## src/rtl/arm_defs.sv

```systemverilog
// Shared ARM pipeline definitions: instruction classes, opcodes, ALU
// commands, the execute-stage control bundle and the memory FSM states.
package arm_defs;

  // Instruction class carried in the mode field
  localparam logic [1:0] ARITHMETIC = 2'b00;
  localparam logic [1:0] MEM        = 2'b01;
  localparam logic [1:0] BRANCH     = 2'b10;

  // Data-processing opcodes
  localparam logic [3:0] OP_MOV = 4'b1101;
  localparam logic [3:0] OP_MVN = 4'b1111;
  localparam logic [3:0] OP_ADD = 4'b0100;
  localparam logic [3:0] OP_ADC = 4'b0101;
  localparam logic [3:0] OP_SUB = 4'b0010;
  localparam logic [3:0] OP_SBC = 4'b0110;
  localparam logic [3:0] OP_AND = 4'b0000;
  localparam logic [3:0] OP_ORR = 4'b1100;
  localparam logic [3:0] OP_EOR = 4'b0001;
  localparam logic [3:0] OP_CMP = 4'b1010;
  localparam logic [3:0] OP_TST = 4'b1000;

  // ALU commands driven into EX
  localparam logic [3:0] EXE_MOV = 4'b0001;
  localparam logic [3:0] EXE_MVN = 4'b1001;
  localparam logic [3:0] EXE_ADD = 4'b0010;
  localparam logic [3:0] EXE_ADC = 4'b0011;
  localparam logic [3:0] EXE_SUB = 4'b0100;
  localparam logic [3:0] EXE_SBC = 4'b0101;
  localparam logic [3:0] EXE_AND = 4'b0110;
  localparam logic [3:0] EXE_ORR = 4'b0111;
  localparam logic [3:0] EXE_EOR = 4'b1000;
  localparam logic [3:0] EXE_CMP = 4'b0100;
  localparam logic [3:0] EXE_TST = 4'b0110;
  localparam logic [3:0] EXE_NOP = 4'b0000;

  // Execute-stage control bundle
  typedef struct packed {
    logic [3:0] exe_cmd;
    logic       mem_read;
    logic       mem_write;
    logic       wb_en;
    logic       s_out;
    logic       b;
  } ctrl_t;

  localparam ctrl_t CTRL_NOP = '{exe_cmd: EXE_NOP, default: 1'b0};

  // Memory-access FSM
  typedef enum logic {IDLE, MEM_WAIT} state_t;

endpackage

```

## src/rtl/ctrl_decode.sv

```systemverilog
// Combinational instruction decode: mode/op_code/S to the EX control
// bundle, plus illegal-encoding and memory-op flags.
module ctrl_decode
  import arm_defs::*;
(
  input  logic [1:0] mode,
  input  logic [3:0] op_code,
  input  logic       s_in,
  output ctrl_t      ctrl,
  output logic       illegal,
  output logic       is_mem
);

  // Decode table; anything unrecognised collapses to a NOP flagged illegal
  always_comb begin
    ctrl    = CTRL_NOP;
    illegal = 1'b0;
    is_mem  = 1'b0;
    case (mode)
      ARITHMETIC: begin
        ctrl.s_out = s_in;
        ctrl.wb_en = 1'b1;
        case (op_code)
          OP_MOV:  ctrl.exe_cmd = EXE_MOV;
          OP_MVN:  ctrl.exe_cmd = EXE_MVN;
          OP_ADD:  ctrl.exe_cmd = EXE_ADD;
          OP_ADC:  ctrl.exe_cmd = EXE_ADC;
          OP_SUB:  ctrl.exe_cmd = EXE_SUB;
          OP_SBC:  ctrl.exe_cmd = EXE_SBC;
          OP_AND:  ctrl.exe_cmd = EXE_AND;
          OP_ORR:  ctrl.exe_cmd = EXE_ORR;
          OP_EOR:  ctrl.exe_cmd = EXE_EOR;
          OP_CMP: begin
            ctrl.exe_cmd = EXE_CMP;
            ctrl.wb_en   = 1'b0;
          end
          OP_TST: begin
            ctrl.exe_cmd = EXE_TST;
            ctrl.wb_en   = 1'b0;
          end
          default: begin
            ctrl    = CTRL_NOP;
            illegal = 1'b1;
          end
        endcase
      end
      MEM: begin
        // Address generation uses the adder; S selects load vs store
        is_mem         = 1'b1;
        ctrl.exe_cmd   = EXE_ADD;
        ctrl.mem_read  = s_in;
        ctrl.wb_en     = s_in;
        ctrl.mem_write = ~s_in;
      end
      BRANCH: begin
        ctrl.b = 1'b1;
      end
      default: begin
        illegal = 1'b1;
      end
    endcase
  end

endmodule

```

## src/rtl/ctrl_pipe_unit.sv

```systemverilog
// ID/EX control register with bubble/squash handling and a multi-cycle
// memory FSM that holds EX and stalls upstream while a load/store completes.
module ctrl_pipe_unit
  import arm_defs::*;
#(
  parameter int MEM_LAT = 1,
  parameter int CNT_W   = 4
) (
  input  logic       clk,
  input  logic       rst_n,
  input  logic       valid_in,
  input  logic       s_in,
  input  logic [1:0] mode,
  input  logic [3:0] op_code,
  input  logic       cond_pass,
  input  logic       hazard,
  input  logic       flush,
  output logic       ex_valid,
  output logic [3:0] exe_cmd,
  output logic       mem_read,
  output logic       mem_write,
  output logic       wb_en,
  output logic       s_out,
  output logic       b,
  output logic       illegal,
  output logic       stall_out
);

  ctrl_t             ctrl_p0;
  logic              illegal_p0;
  logic              is_mem_p0;
  logic              bubble_p0;
  logic              take_mem_p0;

  ctrl_t             ctrl_p1;
  logic              vld_p1;
  logic              illegal_p1;
  state_t            state;
  logic [CNT_W-1:0]  cnt;

  ctrl_decode u_decode (
    .mode    (mode),
    .op_code (op_code),
    .s_in    (s_in),
    .ctrl    (ctrl_p0),
    .illegal (illegal_p0),
    .is_mem  (is_mem_p0)
  );

  // ---- ID stage (p0): bubble selection and memory-op detection ----
  assign bubble_p0   = flush | hazard | ~valid_in;
  assign take_mem_p0 = ~bubble_p0 & is_mem_p0 & cond_pass;

  // ID/EX register and memory FSM; MEM_WAIT freezes EX so the access
  // in progress is never cancelled, not even by a flush
  always_ff @(posedge clk or negedge rst_n) begin
    if (!rst_n) begin
      ctrl_p1    <= CTRL_NOP;
      vld_p1     <= 1'b0;
      illegal_p1 <= 1'b0;
      state      <= IDLE;
      cnt        <= '0;
    end else if (state == MEM_WAIT) begin
      cnt <= cnt - CNT_W'(1);
      if (cnt == CNT_W'(1)) state <= IDLE;
    end else begin
      if (bubble_p0) begin
        ctrl_p1    <= CTRL_NOP;
        vld_p1     <= 1'b0;
        illegal_p1 <= 1'b0;
      end else if (illegal_p0) begin
        ctrl_p1    <= CTRL_NOP;
        vld_p1     <= 1'b1;
        illegal_p1 <= 1'b1;
      end else if (!cond_pass) begin
        ctrl_p1    <= CTRL_NOP;
        vld_p1     <= 1'b1;
        illegal_p1 <= 1'b0;
      end else begin
        ctrl_p1    <= ctrl_p0;
        vld_p1     <= 1'b1;
        illegal_p1 <= 1'b0;
      end
      if (take_mem_p0 && (MEM_LAT > 1)) begin
        state <= MEM_WAIT;
        cnt   <= CNT_W'(MEM_LAT - 1);
      end
    end
  end

  // ---- EX stage (p1): registered controls out ----
  assign ex_valid  = vld_p1;
  assign exe_cmd   = ctrl_p1.exe_cmd;
  assign mem_read  = ctrl_p1.mem_read;
  assign mem_write = ctrl_p1.mem_write;
  assign wb_en     = ctrl_p1.wb_en;
  assign s_out     = ctrl_p1.s_out;
  assign b         = ctrl_p1.b;
  assign illegal   = illegal_p1;

  // Nothing is frozen while held in reset; otherwise hazard stalls in the
  // same cycle and MEM_WAIT stalls for the remainder of the access
  assign stall_out = rst_n & (hazard | (state == MEM_WAIT));

endmodule

```

## config.mk

```make
export PLATFORM = sky130hd
export DESIGN_NAME = ctrl_pipe_unit
export DESIGN_NICKNAME = d
export VERILOG_FILES = /design/src/rtl/arm_defs.sv /design/src/rtl/ctrl_decode.sv /design/src/rtl/ctrl_pipe_unit.sv
export SDC_FILE = /design/constraint.sdc
export NUM_CORES = 1
export LEC_CHECK = 0
export BUFFER_PORTS_ARGS = -buffer_cell sky130_fd_sc_hd__buf_2
export CORE_MARGIN = 10
export CORE_UTILIZATION = 40
export CTS_CLUSTER_DIAMETER = 80
export DETAILED_ROUTE_END_ITERATION = 10
export GPL_ROUTABILITY_DRIVEN = 0
export PLACE_DENSITY = 0.71
export SYNTH_ARGS = -nofsm -noshare
export SYNTH_HDL_FRONTEND = slang
export SYNTH_HIERARCHICAL = 1
export SYNTH_SLANG_ARGS = --single-unit
```

## constraint.sdc

```tcl
create_clock -name clk -period 1.2 [get_ports clk]
set_input_delay 0.24 -clock clk [delete_from_list [all_inputs] [get_ports clk]]
set_output_delay 0.24 -clock clk [all_outputs]
set_load 0.02 [all_outputs]
```

==> summary.txt <==
Failing checks: setup timing
Synth Cell Area: 1020 um2
Core Region: 2450 um2
Fin worst setup slack: -0.0399 ns
Logic gate share of total power: 0.221
Max clock buf depth: 2
Final setup vio count: 1
Routed Antenna Nets: 0
Internal power: 0.862 mW
F_max: 807 MHz
H-tree Lvls: 1
Syn-to-layout area delta: 42.2%
LEAKAGE: 0.743 nW
Critical path launch point type: flop
Gr usage total: 0.0866
Worst hold slack: 0.258 ns
Share of cells above drive strength 1: 0.469
Worst Setup SP: state
Inst Count DP: 167
HPWL Detailed: 1770 um
RSZ-0062 raised after global routing: true
CTS tree: yes
Status: finished, violations left
Syn Nets: 121
Sequential element share of the synthesized area: 0.392
Crit path kind: flop to output pin
Crit end category: output pin
Routed WL: 2370 um
Register bit total from synthesis: 16
Critical Path Max Stage Delay: 0.42 ns
Worst slew pin tran: 0.329 ns
WL/cell: 13.5 um
CP Cell Sequence: o21a_1, buf_6
Diodes inserted: 0
Max_cap viols: 0
Clk Tree Root Cell: clkbuf_4
Largest net degree at the start of global routing: 17
# IOs: 25
TNS Setup: -0.0399 ns
Total grt overflow: 0
Later-pin clock latency in the skew report: 0.28 ns
Drt drc: 0
Final slew viol count: 0
Post-DR vias/cell: 4.85
Iteration-0 DRC Markers: 23
Pre-antenna DRT Iters: 4
PortBufs: 24
Initial cell density of the core: 0.416
Max_slew headroom: 0.778
Fin nets: 164
First-pass GRT wire length: 3750 um
Worst Skew: 0.00276 ns
WP data required: 0.96 ns
Worst hold path class: input pin to flop
CTS clk-pin slew, worst paths: 0.09 ns
Synthesized instance count: 103
Die width: 70.6 um
Clock power frac: 0.304
Distinct cells, synth: 29
Switching Fraction: 0.247
R2R Path Start: state
Die height: 70.6 um
Slowest CP cell: dfrtp_2
Max FO, Critical Path: 2
# rows: 18
CTS buffer count: 3
Finished Layout Cells: 175
Final hold violations: 0
Pwr dens: 788 nW/um2
Period minus WS final: 1.24 ns
TritonCTS sink count: 16
Vias: 848
Post-route cell area: 1450 um2
CP Data Arrival Time: 1.00 ns
Initial antenna violation count: 0
Hold path startpoint: s_in
Area after DPL: 1280 um2
Final core occ: 0.592
Period utilization: 1.03
Yosys warns: 6
Die area: 4980 um2
Synth Area per Inst: 9.92 um2
Sequential fraction of design power: 0.475
Max IR drop VDD: 0.000481 V
Switch Pwr: 0.283 mW
Vias in the first global route: 869
-- cell families after synthesis --
logic type	synth area share
multiplexers	0.00979
adder cells (fa/ha/maj)	0.0612
flip-flops	0.392
AND/OR/NAND/NOR	0.151
buffers and inverters	0.114
AO/OA/AOI/OAI	0.222
XOR/XNOR	0.0514
-- Yosys cell counts --
cell      instances  area (um2)
nand3b_1          2        15.0
buf_6             3        33.8
xnor2_1           2        17.5
o21ai_0           3        15.0
o21a_1            1        7.51
nor2b_1           1        6.26
and3_1            1        6.26
o41ai_1           1        8.76
nand2b_1          4        25.0
or3b_4            1        11.3
or3_1             1        6.26
o2111a_1          1        11.3
clkbuf_1          3        11.3
nor2_1            2        7.51
ha_1              5        62.6
buf_4             2        15.0
xor2_1            4        35.0
a21oi_1           4        20.0
nand3_1           1        5.00
inv_1            15        56.3
dfrtp_1          16         400
a31o_1            1        8.76
nand2_1          15        56.3
a31o_2            2        17.5
nor4b_1           1        8.76
o41ai_2           8         130
a21boi_0          1        7.51
and2_1            1        6.26
mux2i_1           1        10.0
-- worst paths after layout --
path	to	depth (start not counted)	slack, ns
worst max-delay path	stall_out	2	-0.04
worst min-delay path	mem_write	4	0.26
worst max register to register	wb_en	3	0.05
worst min register to register	cnt[3]	1	0.47
max in group asynchronous	state	3	0.56
min in group asynchronous	cnt[2]	3	0.44
-- area by class of cell --
class,instances,area (um2)
fillers,212,1000
multi-input cells,64,563
flip-flops and latches,16,402
repair buffers,46,359
inverters,15,56.3
well taps,30,37.5
clock buffers,4,36.3
-- registers in the layout, summed over array words and instances (netlist names) --
name	count
b	1
illegal	1
cnt	4
wb_en	1
state	1
mem_read	1
s_out	1
mem_write	1
exe_cmd	4
ex_valid	1
-- worst max-delay path: cells and delay by family, from the launching register on --
family          cells  cell delay, ns
buf+inv             1            0.13
flops               1            0.42
compound gates      1            0.18
-- cells in the final DEF (no fill, tap or decap), types with 2 or more instances in the layout --
| master | count |
|---|---|
| a21oi_1 | 3 |
| a31o_2 | 2 |
| buf_12 | 2 |
| buf_2 | 20 |
| buf_4 | 18 |
| buf_6 | 3 |
| clkbuf_4 | 3 |
| dfrtp_1 | 15 |
| ha_1 | 4 |
| inv_1 | 13 |
| inv_2 | 2 |
| nand2_1 | 15 |
| nand2b_1 | 3 |
| nand3b_1 | 2 |
| nor2_1 | 2 |
| o21ai_0 | 3 |
| o41ai_2 | 7 |
| o41ai_4 | 2 |
| xnor2_1 | 2 |
| xor2_1 | 4 |
-- per-layer routing --
layer | GRT usage | vias up | part of all wire
met5 | 0 | - | 0
met2 | 0.158 | 10 | 0.53
met1 | 0.0952 | 410 | 0.42
li1 | - | 426 | -
met4 | 0.0258 | 0 | 0.0042
met3 | 0.0237 | 2 | 0.041
-- power groups by stage --
stage / Clock (mW) / Combinational [mW] / Sequential, mW
6_report: 0.348 / 0.253 / 0.545
5_1_grt: 0.381 / 0.277 / 0.545
4_1_cts: 0.358 / 0.205 / 0.545
3_5_place_dp: 0 / 0.199 / 0.555
3_3_place_gp: 0 / 0.194 / 0.555
2_1_floorplan: 0 / 0.106 / 0.560
-- per-stage QoR --
step	power, mW	setup WS, ns
2_1_floorplan	0.667	-0.119
3_3_place_gp	0.749	-0.226
3_5_place_dp	0.754	-0.247
4_1_cts	1.11	-0.0449
5_1_grt	1.20	-0.0866
6_report	1.15	-0.0399
-- repair_timing --
item                                    CTS  global route
endpoints found under the setup margin    1             7
cloned                                    0             1
buffers inserted                          1             1
hold buffers                              1             0
resized for setup                         3            18
hold endpoints to repair                 16             0
pin swaps                                 0             4
Power figures use the tool's default switching activity.
